===== src/rtl/vga_pixel_shifter_if.sv =====
// Word-fetch handshake between the pixel shifter and the video word store.
//   word_req  : shifter -> store, prefetch buffer is empty
//   word_ack  : store -> shifter, word_data valid this cycle
//   word_data : store -> shifter, bitmap word, bit 0 = leftmost pixel
// master is the shifter side (issues requests), slave is the word store.
interface vga_pixel_shifter_if #(
  parameter int WORD_W = 32
) ();
  logic              word_req;
  logic              word_ack;
  logic [WORD_W-1:0] word_data;

  modport master (output word_req, input word_ack, input word_data);
  modport slave  (input word_req, output word_ack, output word_data);
endinterface


===== src/rtl/vga_pixel_shifter.sv =====
// VGA pixel shifter: double-buffers bitmap words fetched over a req/ack
// handshake and serialises them into one registered pixel per clock of
// active video, with each pixel repeated scale+1 clocks.
// Ports:
//   clk, rst_n         clock, synchronous active-low reset
//   line_flush_i       start-of-blanking pulse, discards buffered words
//   active_i           visible video this clock
//   scale_i            repeat count minus one, captured on line_flush_i
//   wbus               word fetch handshake (master side)
//   pixel_o            registered pixel, 1 = foreground
//   underrun_o         sticky: active video seen with no word loaded
//   clear_underrun_i   clears underrun_o (a same-cycle set wins)
module vga_pixel_shifter #(
  parameter int WORD_W  = 32,
  parameter int SCALE_W = 3
) (
  input  logic                       clk,
  input  logic                       rst_n,
  input  logic                       line_flush_i,
  input  logic                       active_i,
  input  logic [SCALE_W-1:0]         scale_i,
  vga_pixel_shifter_if.master        wbus,
  output logic                       pixel_o,
  output logic                       underrun_o,
  input  logic                       clear_underrun_i
);

  localparam int BCW = $clog2(WORD_W);
  localparam logic [BCW-1:0] LAST_BIT = BCW'(WORD_W - 1);

  logic [WORD_W-1:0]  shift_reg_q, shift_reg_d;
  logic               shift_valid_q, shift_valid_d;
  logic [WORD_W-1:0]  next_reg_q, next_reg_d;
  logic               next_valid_q, next_valid_d;
  logic [BCW-1:0]     bit_cnt_q, bit_cnt_d;
  logic [SCALE_W-1:0] rep_cnt_q, rep_cnt_d;
  logic [SCALE_W-1:0] scale_q, scale_d;
  logic               pixel_q, pixel_d;
  logic               underrun_q, underrun_d;

  logic consume, rep_done, last_pix, accept, transfer;

  assign wbus.word_req = !next_valid_q;

  assign consume  = active_i && shift_valid_q;
  assign rep_done = (rep_cnt_q == scale_q);
  assign last_pix = consume && (bit_cnt_q == LAST_BIT) && rep_done;
  // accept needs next empty, transfer needs next full: never both at once
  assign accept   = wbus.word_ack && !next_valid_q;
  assign transfer = (!shift_valid_q || last_pix) && next_valid_q;

  always_comb begin
    shift_reg_d   = shift_reg_q;
    shift_valid_d = shift_valid_q;
    next_reg_d    = next_reg_q;
    next_valid_d  = next_valid_q;
    bit_cnt_d     = bit_cnt_q;
    rep_cnt_d     = rep_cnt_q;
    scale_d       = scale_q;
    pixel_d       = consume ? shift_reg_q[bit_cnt_q] : 1'b0;
    underrun_d    = underrun_q;

    if (consume) begin
      if (rep_done) begin
        rep_cnt_d = '0;
        bit_cnt_d = bit_cnt_q + BCW'(1);
      end else begin
        rep_cnt_d = rep_cnt_q + SCALE_W'(1);
      end
    end

    if (accept) begin
      next_reg_d   = wbus.word_data;
      next_valid_d = 1'b1;
    end

    if (transfer) begin
      shift_reg_d   = next_reg_q;
      shift_valid_d = 1'b1;
      next_valid_d  = 1'b0;
      bit_cnt_d     = '0;
      rep_cnt_d     = '0;
    end else if (last_pix) begin
      shift_valid_d = 1'b0;
    end

    // set beats clear; the flush below leaves the flag alone
    if (active_i && !shift_valid_q)
      underrun_d = 1'b1;
    else if (clear_underrun_i)
      underrun_d = 1'b0;

    // flush overrides everything, including a same-cycle accept
    if (line_flush_i) begin
      shift_valid_d = 1'b0;
      next_valid_d  = 1'b0;
      bit_cnt_d     = '0;
      rep_cnt_d     = '0;
      scale_d       = scale_i;
      pixel_d       = 1'b0;
    end
  end

  always_ff @(posedge clk) begin
    if (!rst_n) begin
      shift_reg_q   <= '0;
      shift_valid_q <= 1'b0;
      next_reg_q    <= '0;
      next_valid_q  <= 1'b0;
      bit_cnt_q     <= '0;
      rep_cnt_q     <= '0;
      scale_q       <= '0;
      pixel_q       <= 1'b0;
      underrun_q    <= 1'b0;
    end else begin
      shift_reg_q   <= shift_reg_d;
      shift_valid_q <= shift_valid_d;
      next_reg_q    <= next_reg_d;
      next_valid_q  <= next_valid_d;
      bit_cnt_q     <= bit_cnt_d;
      rep_cnt_q     <= rep_cnt_d;
      scale_q       <= scale_d;
      pixel_q       <= pixel_d;
      underrun_q    <= underrun_d;
    end
  end

  assign pixel_o    = pixel_q;
  assign underrun_o = underrun_q;

endmodule

===== src/flat_wrapper.sv =====
// flat-port wrapper written by rule: the top's interface ports become plain ports
module vga_pixel_shifter_flat 
#(
  parameter int WORD_W  = 32,
  parameter int SCALE_W = 3
)
  (clk, rst_n, line_flush_i, active_i, scale_i, pixel_o, underrun_o, clear_underrun_i, wbus_word_req, wbus_word_ack, wbus_word_data);
  vga_pixel_shifter_if #(.WORD_W(WORD_W)) wbus_i ();
  input  logic clk;
  input  logic rst_n;
  input  logic line_flush_i;
  input  logic active_i;
  input  logic [SCALE_W-1:0] scale_i;
  output logic pixel_o;
  output logic underrun_o;
  input  logic clear_underrun_i;
  output wire logic [$bits(wbus_i.word_req)-1:0] wbus_word_req;
  input wire logic [$bits(wbus_i.word_ack)-1:0] wbus_word_ack;
  input wire logic [$bits(wbus_i.word_data)-1:0] wbus_word_data;
  assign wbus_word_req = wbus_i.word_req;
  assign wbus_i.word_ack = wbus_word_ack;
  assign wbus_i.word_data = wbus_word_data;
  vga_pixel_shifter #(.WORD_W(WORD_W), .SCALE_W(SCALE_W)) u_core (.clk(clk), .rst_n(rst_n), .line_flush_i(line_flush_i), .active_i(active_i), .scale_i(scale_i), .wbus(wbus_i), .pixel_o(pixel_o), .underrun_o(underrun_o), .clear_underrun_i(clear_underrun_i));
endmodule

===== config.mk =====
export PLATFORM = sky130hd
export DESIGN_NAME = vga_pixel_shifter_flat
export DESIGN_NICKNAME = d
export VERILOG_FILES = /design/src/rtl/vga_pixel_shifter_if.sv /design/src/rtl/vga_pixel_shifter.sv /design/src/flat_wrapper.sv
export SDC_FILE = /design/constraint.sdc
export NUM_CORES = 1
export LEC_CHECK = 0
export ABC_CLOCK_PERIOD_IN_PS = 5700
export CORE_MARGIN = 4
export CORE_UTILIZATION = 45
export DETAILED_ROUTE_END_ITERATION = 12
export GPL_ROUTABILITY_DRIVEN = 0
export HOLD_SLACK_MARGIN = 0.05
export PLACE_DENSITY = 0.67
export SYNTH_ARGS = -nofsm -noshare
export SYNTH_HDL_FRONTEND = slang
export SYNTH_SLANG_ARGS = --single-unit

===== constraint.sdc =====
create_clock -name clk -period 5.7 [get_ports clk]
set_input_delay 1.14 -clock clk [delete_from_list [all_inputs] [get_ports clk]]
set_output_delay 1.14 -clock clk [all_outputs]
set_load 0.005 [all_outputs]

After elaboration in Yosys (flattened, before gate mapping)
Index checks and enable logic that the tools add are counted.

operators by class
  mux-type cells = 7
  reductions and logical operators = 15
  add/subtract/negate cells = 2
  magnitude comparators = 1
  bitwise operators = 2
  equality and inequality tests = 2

operators by type and width
  cell                                                        number
  logical AND 1 bit                                           6
  less-than comparator 5 x 6 -> 1 bit, second input constant  1
  OR reduction 3 bit                                          2
  adder 5 x 1 -> 5 bit, second input constant                 1
  binary-select mux 1 bit (select 5 bit)                      1
  == test 5 bit, second input constant                        1
  two-way mux 1 bit                                           5
  nonzero test 2 bit                                          2
  adder 3 x 1 -> 3 bit, second input constant                 1
  == test 3 bit                                               1
  two-way mux 3 bit                                           1
  zero test 1 bit                                             2
  inverter 1 bit                                              2
  AND reduction 2 bit                                         1
  OR reduction 2 bit                                          1
  logical OR 1 bit                                            1

storage, ports and cells
  input port bits = 41
  logic and storage cells = 38
  output and inout bits = 3
  flip-flop bits (word level) = 79

Logic depth before layout (Yosys ltp)
Gate-level depths: netlist of run 1.

  word-level depth = 6
  mapped depth = 9
  gate-level depth less buffers = 7

Least setup slack after synthesis of run 1
OpenSTA, ideal clock, no wires.

  path type = input to register
  from = input port active_i
  to = register u_core.shift_reg_q[10]
  path slack = 3.554 ns
  library setup time = 0.118 ns
  data required time = 5.582 ns
  data arrival time = 2.027 ns
  stages = 6
  buffers on the path = 2
  path through = and2_0 a41o_1 and2_4 buf_6 buf_12 mux2i_1

between the ends
  longest elaborated chain between the ends = 5

RTL lines
  element                          line                      text
  start: declaration               flat_wrapper.sv:12        input logic active_i;
  logical AND 1 bit                vga_pixel_shifter.sv:45   assign consume = active_i && shift_valid_q;
  logical AND 1 bit (2 in series)  vga_pixel_shifter.sv:47   assign last_pix = consume && (bit_cnt_q == LAST_BIT) && rep_done;
  logical OR 1 bit                 vga_pixel_shifter.sv:50   assign transfer = (!shift_valid_q || last_pix) && next_valid_q;
  logical AND 1 bit                vga_pixel_shifter.sv:50
  end signal: assignment           vga_pixel_shifter.sv:116  shift_reg_q <= shift_reg_d;
  end: declaration                 vga_pixel_shifter.sv:31   logic [WORD_W-1:0] shift_reg_q, shift_reg_d;

Every way passes these cells.
A chain may end at the register's enable or synchronous reset.

Worst setup path after layout of run 1
  from = input port active_i
  to = register u_core.shift_reg_q[30]

Same word-level chain as after synthesis.

==> summary.txt, run 1 <==
Floorplanning
  – DIE AREA: 9049 um^2
  – Area of the core: 7331 um^2
  – Top Ports: 44
  – Starting density of the core: 46.59%
  – FP Rows: 31
  – Die width: 95.13 um
  – DIE HEIGHT: 95.13 um

Timing
  – Final period demand of the worst path: 2.562 ns
  – Setup TNS: 0 ns
  – Endpoints failing hold: 0
  – Final Setup Violations: 0
  – Crit share post-route: 44.94%
  – Setup repair after global routing missed its margin: no
  – Worst-Margin Slew: 1.133 ns
  – Fin. max-slew vios: 0
  – Fmax: 390.4 MHz
  – Normalized max-slew margin: 24.28%
  – Final Skew: 0.004791 ns

Route
  – Post-route DRC: 0
  – Iter 0 DRT Violations: 110
  – Pre-antenna DRT Iters: 4
  – Routed Antenna Nets: 0
  – Drt total wl: 5980 um
  – Via count: 2451
  – Per-cell routed wire length: 11.84 um
  – Vias per inst: 4.853

Clocking
  – Post-CTS setup repair buffer count: 0
  – Clk_lat worst skew: 0.34 ns
  – H-tree levels: 3
  – Clk sink count: 79
  – CTS clk-pin slew, worst paths: 0.07 ns
  – Inserted Clock Buffers: 9
  – Post-CTS Hold Buffers: 0
  – CTS root buffer: clkbuf_8
  – Cts repair resizes: 0
  – TritonCTS clock tree: done
  – Clock Path Buffers: 2

Synth
  – Syn nets: 417
  – Part of the Yosys area used for sequential elements: 46.30%
  – #FFs+latches synth: 79
  – Synth top area cells: dfxtp_1 (46%), nand2_1 (15%), mux2i_1 (12%), mux4_2 (5.3%), a21boi_1 (4.6%)
  – Syn avg cell area: 9.158 um^2
  – Top cell type by total area after synthesis: dfxtp_1
  – Syn. warnings: 0
  – Post-Syn Area: 3416 um^2
  – Post-synth top area share: 46.30%
  – Cells after synthesis: 373
  – Cell variety after synth: 36

Finish
  – Final net count: 447
  – Fillers: 656
  – Fin cells: 505
  – Fraction of layout cells with a size suffix above 1: 6.404%
  – Area growth syn-to-layout: 16.74%
  – Post-route cell area: 3988 um^2
  – N_diodes: 0

Power and ir drop
  – Combinational share of power: 9.3%
  – Internal power: 0.0007986 W
  – P_leak: 1.431 nW
  – Tot Pwr: 0.001036 W
  – Power per cell area: 259.9 nW/um^2
  – Peak supply drop: 0.0001674 V
  – NetSw: 0.0002376 W
  – Sw frac: 22.93%
  – Flop pwr share: 56.0%
  – Clock power share: 34.7%

Placed design
  – Dpl cell area: 3824 um^2
  – HPWL Detailed: 3823 um
  – Placed insts: 491
  – Buffers on Ports: 43

Setup path
  – CP required: 5.96 ns
  – Critical path cell sequence: clkdlybuf4s50_1, and2_0, a41o_1, and2_4, mux2i_1
  – CP max FO: 32
  – CP top delay family: simple AND/OR/NAND/NOR gates
  – CP endpoint kind: flip-flop
  – Crit path buffers/inverters: 1
  – Slowest stage cell on the critical path: clkdlybuf4s50_1
  – Startpoint Class: primary input
  – Worst Setup Path Type: in -> reg
  – Slowest stage delay, CP: 0.52 ns
  – Crit path DAT: 2.83 ns

Global routing
  – First-pass GRT wire length: 10120 um
  – Largest net degree at the start of global routing: 54
  – Vias in the first global route: 2226
  – Initial antenna violation count: 0
  – GR Overflow Total: 0
  – Total Routing Usage GR: 14.27%

Status
  – Status: completed

Run
  – Max-Cap Viols: 0

Worst hold path
  – Hold WC Path Type: reg -> reg
final cells by class:
type	instances	area [um^2]	area share (%)
repair buffers	45	440.4	11.04
clock buffers	13	158.9	3.985
multi-input cells	264	1663	41.70
inverters	4	15.01	0.3765
clock inverters	1	5.005	0.1255
flip-flops and latches	79	1582	39.66
well taps	99	123.9	3.106
tightest hold or removal path: stages, from the launching register on:
cell      delay, ns
dfxtp_1        0.31
nand2_1        0.05
a21boi_1       0.05
power by group through the flow:
stage / Clock, W / Sequential (W) / Combinational, W
3_5_place_dp: 0 / 0.000594 / 0.0000981
3_3_place_gp: 0 / 0.000593 / 0.0000968
4_1_cts: 0.000371 / 0.000581 / 0.0000985
2_1_floorplan: 0 / 0.000591 / 0.0000631
5_1_grt: 0.000394 / 0.000583 / 0.000108
6_report: 0.000359 / 0.000581 / 0.0000964
synthesized netlist by cell type (all sizes together):
cell type / count
a21boi: 32
a21o: 1
a21oi: 6
a22o: 1
a22oi: 1
a31oi: 1
a41o: 1
and2: 3
and3: 1
buf: 7
clkbuf: 19
dfxtp: 79
ha: 3
inv: 4
mux2i: 42
mux4: 8
nand2: 133
nand2b: 1
nand3: 4
nand4: 1
nand4b: 1
nor2: 8
nor2b: 5
nor3: 1
nor4b: 1
o21ai: 3
or3: 2
xnor2: 3
xor2: 1
path summary, 6_finish.rpt:
kind,startpoint,endpoint,slack [ns],depth (start not counted)
hold / removal,u_core.next_reg_q[24]$_SDFFE_PN0P_,u_core.next_reg_q[24]$_SDFFE_PN0P_,0.46,2
hold reg to reg,u_core.next_reg_q[24]$_SDFFE_PN0P_,u_core.next_reg_q[24]$_SDFFE_PN0P_,0.46,2
setup reg to reg,u_core.bit_cnt_q[0]$_SDFFE_PP0P_,u_core.shift_reg_q[30]$_SDFFE_PN0P_,3.15,7
setup / recovery,active_i,u_core.shift_reg_q[30]$_SDFFE_PN0P_,3.14,5
layout by cell type (no fill, tap or decap), drive strengths merged, types with 5 or more instances in the layout:
cell           instances
a21boi                32
nor2b                  5
mux2i                 42
a21oi                  6
nand2                133
clkbuf                13
mux4                   8
clkdlybuf4s50         42
dfxtp                 79
nor2                   8
logic make-up after synthesis:
group	count (synthesis)	synth area share (%)
buffers and inverters	30	5.091
AOI/OAI and AO/OA	46	9.524
adders and majority gates	3	1.099
and+or+nand+nor	161	19.38
DFF	79	46.30
xor gates and xnor gates	4	1.026
muxes	50	17.58
flip-flops by register name (all words and copies together) (netlist names):
name	count
u_core.next_reg_q	32
u_core.shift_reg_q	32
u_core.bit_cnt_q	5
u_core.rep_cnt_q	3
u_core.scale_q	3
u_core.next_valid_q	1
u_core.pixel_o	1
u_core.shift_valid_q	1
u_core.underrun_o	1
stage by stage:
step,setup WS [ns],utilization [%],hold slack [ns]
finish,3.138,54.39,0.4559
floorplan,3.554,-,0.4315
detailed placement,2.806,52.16,0.4432
CTS,3.108,54.39,0.4569
global route,2.858,54.39,0.4748
global placement,2.882,52.16,0.4388
metal layers:
| layer | wire length, um | global-route usage, % | vias up |
|---|---|---|---|
| met5 | 0 | 0 | - |
| met4 | 72 | 5.048 | 0 |
| met3 | 296 | 4.972 | 7 |
| met2 | 2635 | 21.98 | 44 |
| met1 | 2975 | 18.52 | 1104 |
| li1 | - | - | 1296 |
(Power assumes the default switching activity.)
==> inputs of run 2 (changes only) <==
ABC_CLOCK_PERIOD_IN_PS = 2650   (was 5700)
clock period = 2.65 ns   (was 5.7 ns; I/O delays follow)
==> summary.txt, run 2 (synthesis results as in run 1) <==
Global routing
  – Total Routing Usage GR: 15.08%
  – Vias in the first global route: 2395
  – Largest net degree at the start of global routing: 49
  – GR Overflow Total: 0
  – First-pass GRT wire length: 10740 um
  – Initial antenna violation count: 0

Route
  – Vias per inst: 4.926
  – Per-cell routed wire length: 12.13 um
  – Pre-antenna DRT Iters: 4
  – Drt total wl: 6211 um
  – Via count: 2522
  – Post-route DRC: 0
  – Iter 0 DRT Violations: 90
  – Routed Antenna Nets: 0

Power and ir drop
  – Combinational share of power: 8.3%
  – P_leak: 1.487 nW
  – NetSw: 0.0005447 W
  – Power per cell area: 617.5 nW/um^2
  – Peak supply drop: 0.0002755 V
  – Clock power share: 42.4%
  – Flop pwr share: 49.2%
  – Sw frac: 21.48%
  – Internal power: 0.001992 W

Finish
  – Commonest non-fill, non-tap cell in the layout: nand2_1
  – Area growth syn-to-layout: 20.26%
  – Most frequent cells in the layout: nand2_1 (133), dfxtp_1 (79), mux2i_1 (42), clkdlybuf4s50_1 (42), a21boi_1 (21)
  – Fraction of layout cells with a size suffix above 1: 8.232%
  – Final net count: 452
  – Regs by FF count: u_core.next_reg_q (32), u_core.shift_reg_q (32), u_core.bit_cnt_q (5)
  – N_diodes: 0

Floorplanning
  – Starting density of the core: 46.59%
  – Top Ports: 44
  – DIE HEIGHT: 95.13 um
  – FP Rows: 31
  – DIE AREA: 9049 um^2
  – Area of the core: 7331 um^2
  – Die width: 95.13 um

Setup path
  – Register-to-register setup slack: 0.48 ns
  – CP Launch Point: u_core.bit_cnt_q[1]$_SDFFE_PP0P_
  – Worst-case reg-to-reg path depth: 7
  – Startpoint Class: flip-flop
  – R2R Path End: u_core.shift_reg_q[22]$_SDFFE_PN0P_
  – CP max FO: 32
  – Crit path DAT: 2.45 ns
  – FF-to-FF Start: u_core.bit_cnt_q[1]$_SDFFE_PP0P_
  – CP endpoint: u_core.shift_reg_q[22]$_SDFFE_PN0P_
  – CP endpoint kind: flip-flop
  – CP required: 2.93 ns
  – Worst Setup Path Type: reg -> reg

Clocking
  – Post-CTS setup repair buffer count: 0
  – TritonCTS clock tree: done
  – CTS root buffer: clkbuf_8
  – Clk_lat worst skew: 0.35 ns
  – Post-CTS Hold Buffers: 0
  – H-tree levels: 3
  – Clock Path Buffers: 2
  – Inserted Clock Buffers: 9
  – Clk sink count: 79
  – Cts repair resizes: 0
  – CTS clk-pin slew, worst paths: 0.08 ns

Timing
  – Normalized max-slew margin: 63.11%
  – Final Skew: 0.01001 ns
  – Fin. max-slew vios: 0
  – Setup repair after global routing missed its margin: no
  – Final period demand of the worst path: 2.174 ns
  – Crit share post-route: 82.05%
  – Final Setup Violations: 0
  – Fmax: 459.9 MHz
  – Endpoints failing hold: 0
  – Final hold slack: 0.4550 ns
  – Setup TNS: 0 ns
  – Worst-Margin Slew: 0.5533 ns

Run
  – Max-Cap Viols: 0

Worst hold path
  – Hold WC Path Type: reg -> reg
  – Hold path start: u_core.next_reg_q[19]$_SDFFE_PN0P_
  – Hold Path Cell Cnt: 2

Placed design
  – Buffers on Ports: 43
  – HPWL Detailed: 4183 um

Status
  – Status: completed
run 2: changes by cell type in the layout (fill, tap and decap cells not counted):
cell        delta
clkbuf_1       -1
clkbuf_8       -1
clkinv_2       -1
bufinv_16      +3
buf_4          +5
clkinvlp_4     +2
run 2: worst min-delay path by stage:
stage,end
finish,u_core.next_reg_q[19]$_SDFFE_PN0P_
global route,u_core.shift_reg_q[24]$_SDFFE_PN0P_
CTS,u_core.next_reg_q[30]$_SDFFE_PN0P_
detailed placement,u_core.next_reg_q[30]$_SDFFE_PN0P_
global placement,u_core.shift_reg_q[29]$_SDFFE_PN0P_
floorplan,u_core.shift_reg_q[12]$_SDFFE_PN0P_
run 2: per-stage QoR:
step           area [um^2]  total power [W]  std cells  setup WS, ns  util [%]
2_1_floorplan         3416         0.001407        373        0.7457         -
3_3_place_gp          3861         0.001488        496        0.4364     52.67
3_5_place_dp          3861         0.001493        496        0.3787     52.67
4_1_cts               4108         0.002568        512        0.4709     56.03
5_1_grt               4108         0.002642        512        0.2921     56.03
6_report              4108         0.002536        512        0.4758     56.03
run 2: power groups by stage:
stage               registers [W]  logic (W)  clock network, W
global route              0.00125   0.000237           0.00115
CTS                       0.00125   0.000217           0.00110
detailed placement        0.00128   0.000216                 0
finish                    0.00125   0.000212           0.00108
floorplan                 0.00127   0.000136                 0
global placement          0.00128   0.000213                 0
run 2: final cells by class:
class                      count  area [um^2]
clock buffer                  11        141.4
clock inverter                 5        105.1
fill                         673         3223
inverter                       4        15.01
multi-input combinational    264         1663
sequential                    79         1582
tap                           99        123.9
timing repair buffer          50        478.0
run 2: routing by layer:
metal  vias to the layer above  wire length (um)  GRT usage, %
met5                         -                 0             0
met4                         0                63         5.048
met3                         7               271         4.657
met2                        37              2891         24.49
met1                      1173              2984         19.00
li1                       1305                 -             -
run 2: worst max-delay path, stage by stage (launching register included):
cell and delay, ns:
dfxtp_1 0.47, ha_1 0.22, and3_1 0.17, ha_1 0.14, and2_0 0.12, a41o_1 0.21
and2_4 0.51, mux2i_1 0.24
==> inputs of run 3 (changes only) <==
ABC_CLOCK_PERIOD_IN_PS = 1900   (was 2650)
PLACE_DENSITY = 0.7   (was 0.67)
clock period = 1.9 ns   (was 2.65 ns; I/O delays follow)
==> summary.txt, run 3 (synthesis results as in run 1) <==
Finish
  – Post-route cell area: 4315 um^2
  – Fin cells: 523
  – N_diodes: 0
  – Regs by FF count: u_core.next_reg_q (32), u_core.shift_reg_q (32), u_core.bit_cnt_q (5)
  – Area growth syn-to-layout: 26.34%
  – Most frequent cells in the layout: nand2_1 (133), dfxtp_1 (77), mux2i_1 (42), clkdlybuf4s50_1 (42), a21boi_1 (21)
  – Commonest non-fill, non-tap cell in the layout: nand2_1
  – Fraction of layout cells with a size suffix above 1: 11.56%
  – Final net count: 463
  – Final Util: 58.87%
  – Fillers: 625

Placed design
  – Placed insts: 504
  – Dpl cell area: 3985 um^2
  – Setup WS pre-CTS: 0.03200 ns
  – Buffers on Ports: 43
  – HPWL Detailed: 4387 um

Timing
  – Final Skew: 0.009020 ns
  – Final period demand of the worst path: 1.823 ns
  – Fin. max-slew vios: 0
  – Crit share post-route: 95.94%
  – Final WS setup: 0.07715 ns
  – Normalized max-slew margin: 69.97%
  – Fmax: 548.6 MHz
  – Endpoints failing hold: 0
  – Final Setup Violations: 0
  – Setup repair after global routing missed its margin: yes
  – Worst-Margin Slew: 0.4505 ns

Clocking
  – Clk_lat worst skew: 0.34 ns
  – H-tree levels: 3
  – Clock Path Buffers: 2
  – CTS root buffer: clkbuf_8
  – Inserted Clock Buffers: 9
  – Clk sink count: 79
  – TritonCTS clock tree: done
  – CTS clk-pin slew, worst paths: 0.08 ns

Global routing
  – First-pass GRT wire length: 10840 um
  – Vias in the first global route: 2412
  – Largest net degree at the start of global routing: 54
  – Initial antenna violation count: 0
  – Total Routing Usage GR: 15.17%
  – GR Overflow Total: 0

Setup path
  – Worst-case reg-to-reg path depth: 8
  – CP endpoint kind: flip-flop
  – Crit path DAT: 2.05 ns
  – CP max FO: 6
  – Startpoint Class: flip-flop
  – Worst Setup Path Type: reg -> reg
  – CP required: 2.13 ns

Route
  – Pre-antenna DRT Iters: 4
  – Post-route DRC: 0
  – Drt total wl: 6363 um
  – Via count: 2562
  – Iter 0 DRT Violations: 103
  – Routed Antenna Nets: 0
  – Vias per inst: 4.899
  – Per-cell routed wire length: 12.17 um

Run
  – Max-Cap Viols: 0

Floorplanning
  – FP Rows: 31
  – Top Ports: 44
  – DIE HEIGHT: 95.13 um
  – DIE AREA: 9049 um^2
  – Die width: 95.13 um
  – Area of the core: 7331 um^2
  – Starting density of the core: 46.59%

Status
  – Status: completed

Power and ir drop
  – Tot Pwr: 0.003541 W
  – Power per cell area: 820.4 nW/um^2
  – P_leak: 1.570 nW
  – Peak supply drop: 0.0003583 V

Worst hold path
  – Hold WC Path Type: in -> reg
  – Hold Path Cell Cnt: 3
-- run 3: worst max-delay path: stages (launching register included) --
cell and delay (ns):
dfxtp_2 0.34, ha_4 0.15, and3_4 0.18, ha_4 0.14, and2_4 0.14, a41o_1 0.25, and2_4 0.22, clkbuf_16 0.17
mux2i_1 0.11
-- run 3: stage by stage --
step | hold slack, ns | TNS, ns
after floorplan | 0.4315 | 0
after global routing | 0.4517 | -0.1626
after detailed placement | 0.4466 | 0
after CTS | 0.4023 | 0
after global placement | 0.4402 | 0
final | 0.4138 | 0
-- run 3: final timing paths --
kind,slack [ns],start,end
worst max-delay path,0.08,u_core.bit_cnt_q[1]$_SDFFE_PP0P_,u_core.shift_reg_q[13]$_SDFFE_PN0P_
worst min-delay path,0.41,rst_n,u_core.shift_valid_q$_SDFFE_PP0P_
worst max register to register,0.08,u_core.bit_cnt_q[1]$_SDFFE_PP0P_,u_core.shift_reg_q[13]$_SDFFE_PN0P_
worst min register to register,0.45,u_core.next_reg_q[16]$_SDFFE_PN0P_,u_core.next_reg_q[16]$_SDFFE_PN0P_
-- run 3: timing repair --
| action | 4_1_cts | 5_1_grt |
|---|---|---|
| hold buffers | 0 | 0 |
| resized for setup | 0 | 8 |
| setup buffers | 0 | 1 |
| hold endpoints to repair | 0 | 0 |
| setup endpoints to repair | 0 | 40 |
-- run 3: layer usage --
metal  vias to the layer above  global-route usage [%]  share of wire, %
met4                         0                   7.452               1.7
li1                       1337                       -                 -
met3                        12                   3.236               3.7
met2                        40                   23.50                46
met1                      1173                   20.02                49
met5                         -                       0                 0
-- run 3: power by group --
| group | internal, W | total [W] | switching, W |
|---|---|---|---|
| sequential | 0.00171 | 0.00174 | 0.0000295 |
| clock | 0.000911 | 0.00147 | 0.000557 |
| combinational | 0.000185 | 0.000330 | 0.000145 |
-- run 3: area by class of cell --
cell class / instances / area [um^2] / share of cell area, %
Tap cell: 99 / 123.9 / 2.870
Clock buffer: 13 / 148.9 / 3.450
Sequential cell: 79 / 1584 / 36.71
Timing Repair Buffer: 61 / 658.1 / 15.25
Clock inverter: 3 / 90.09 / 2.088
Multi-Input combinational cell: 264 / 1695 / 39.29
Inverter: 4 / 15.01 / 0.3479
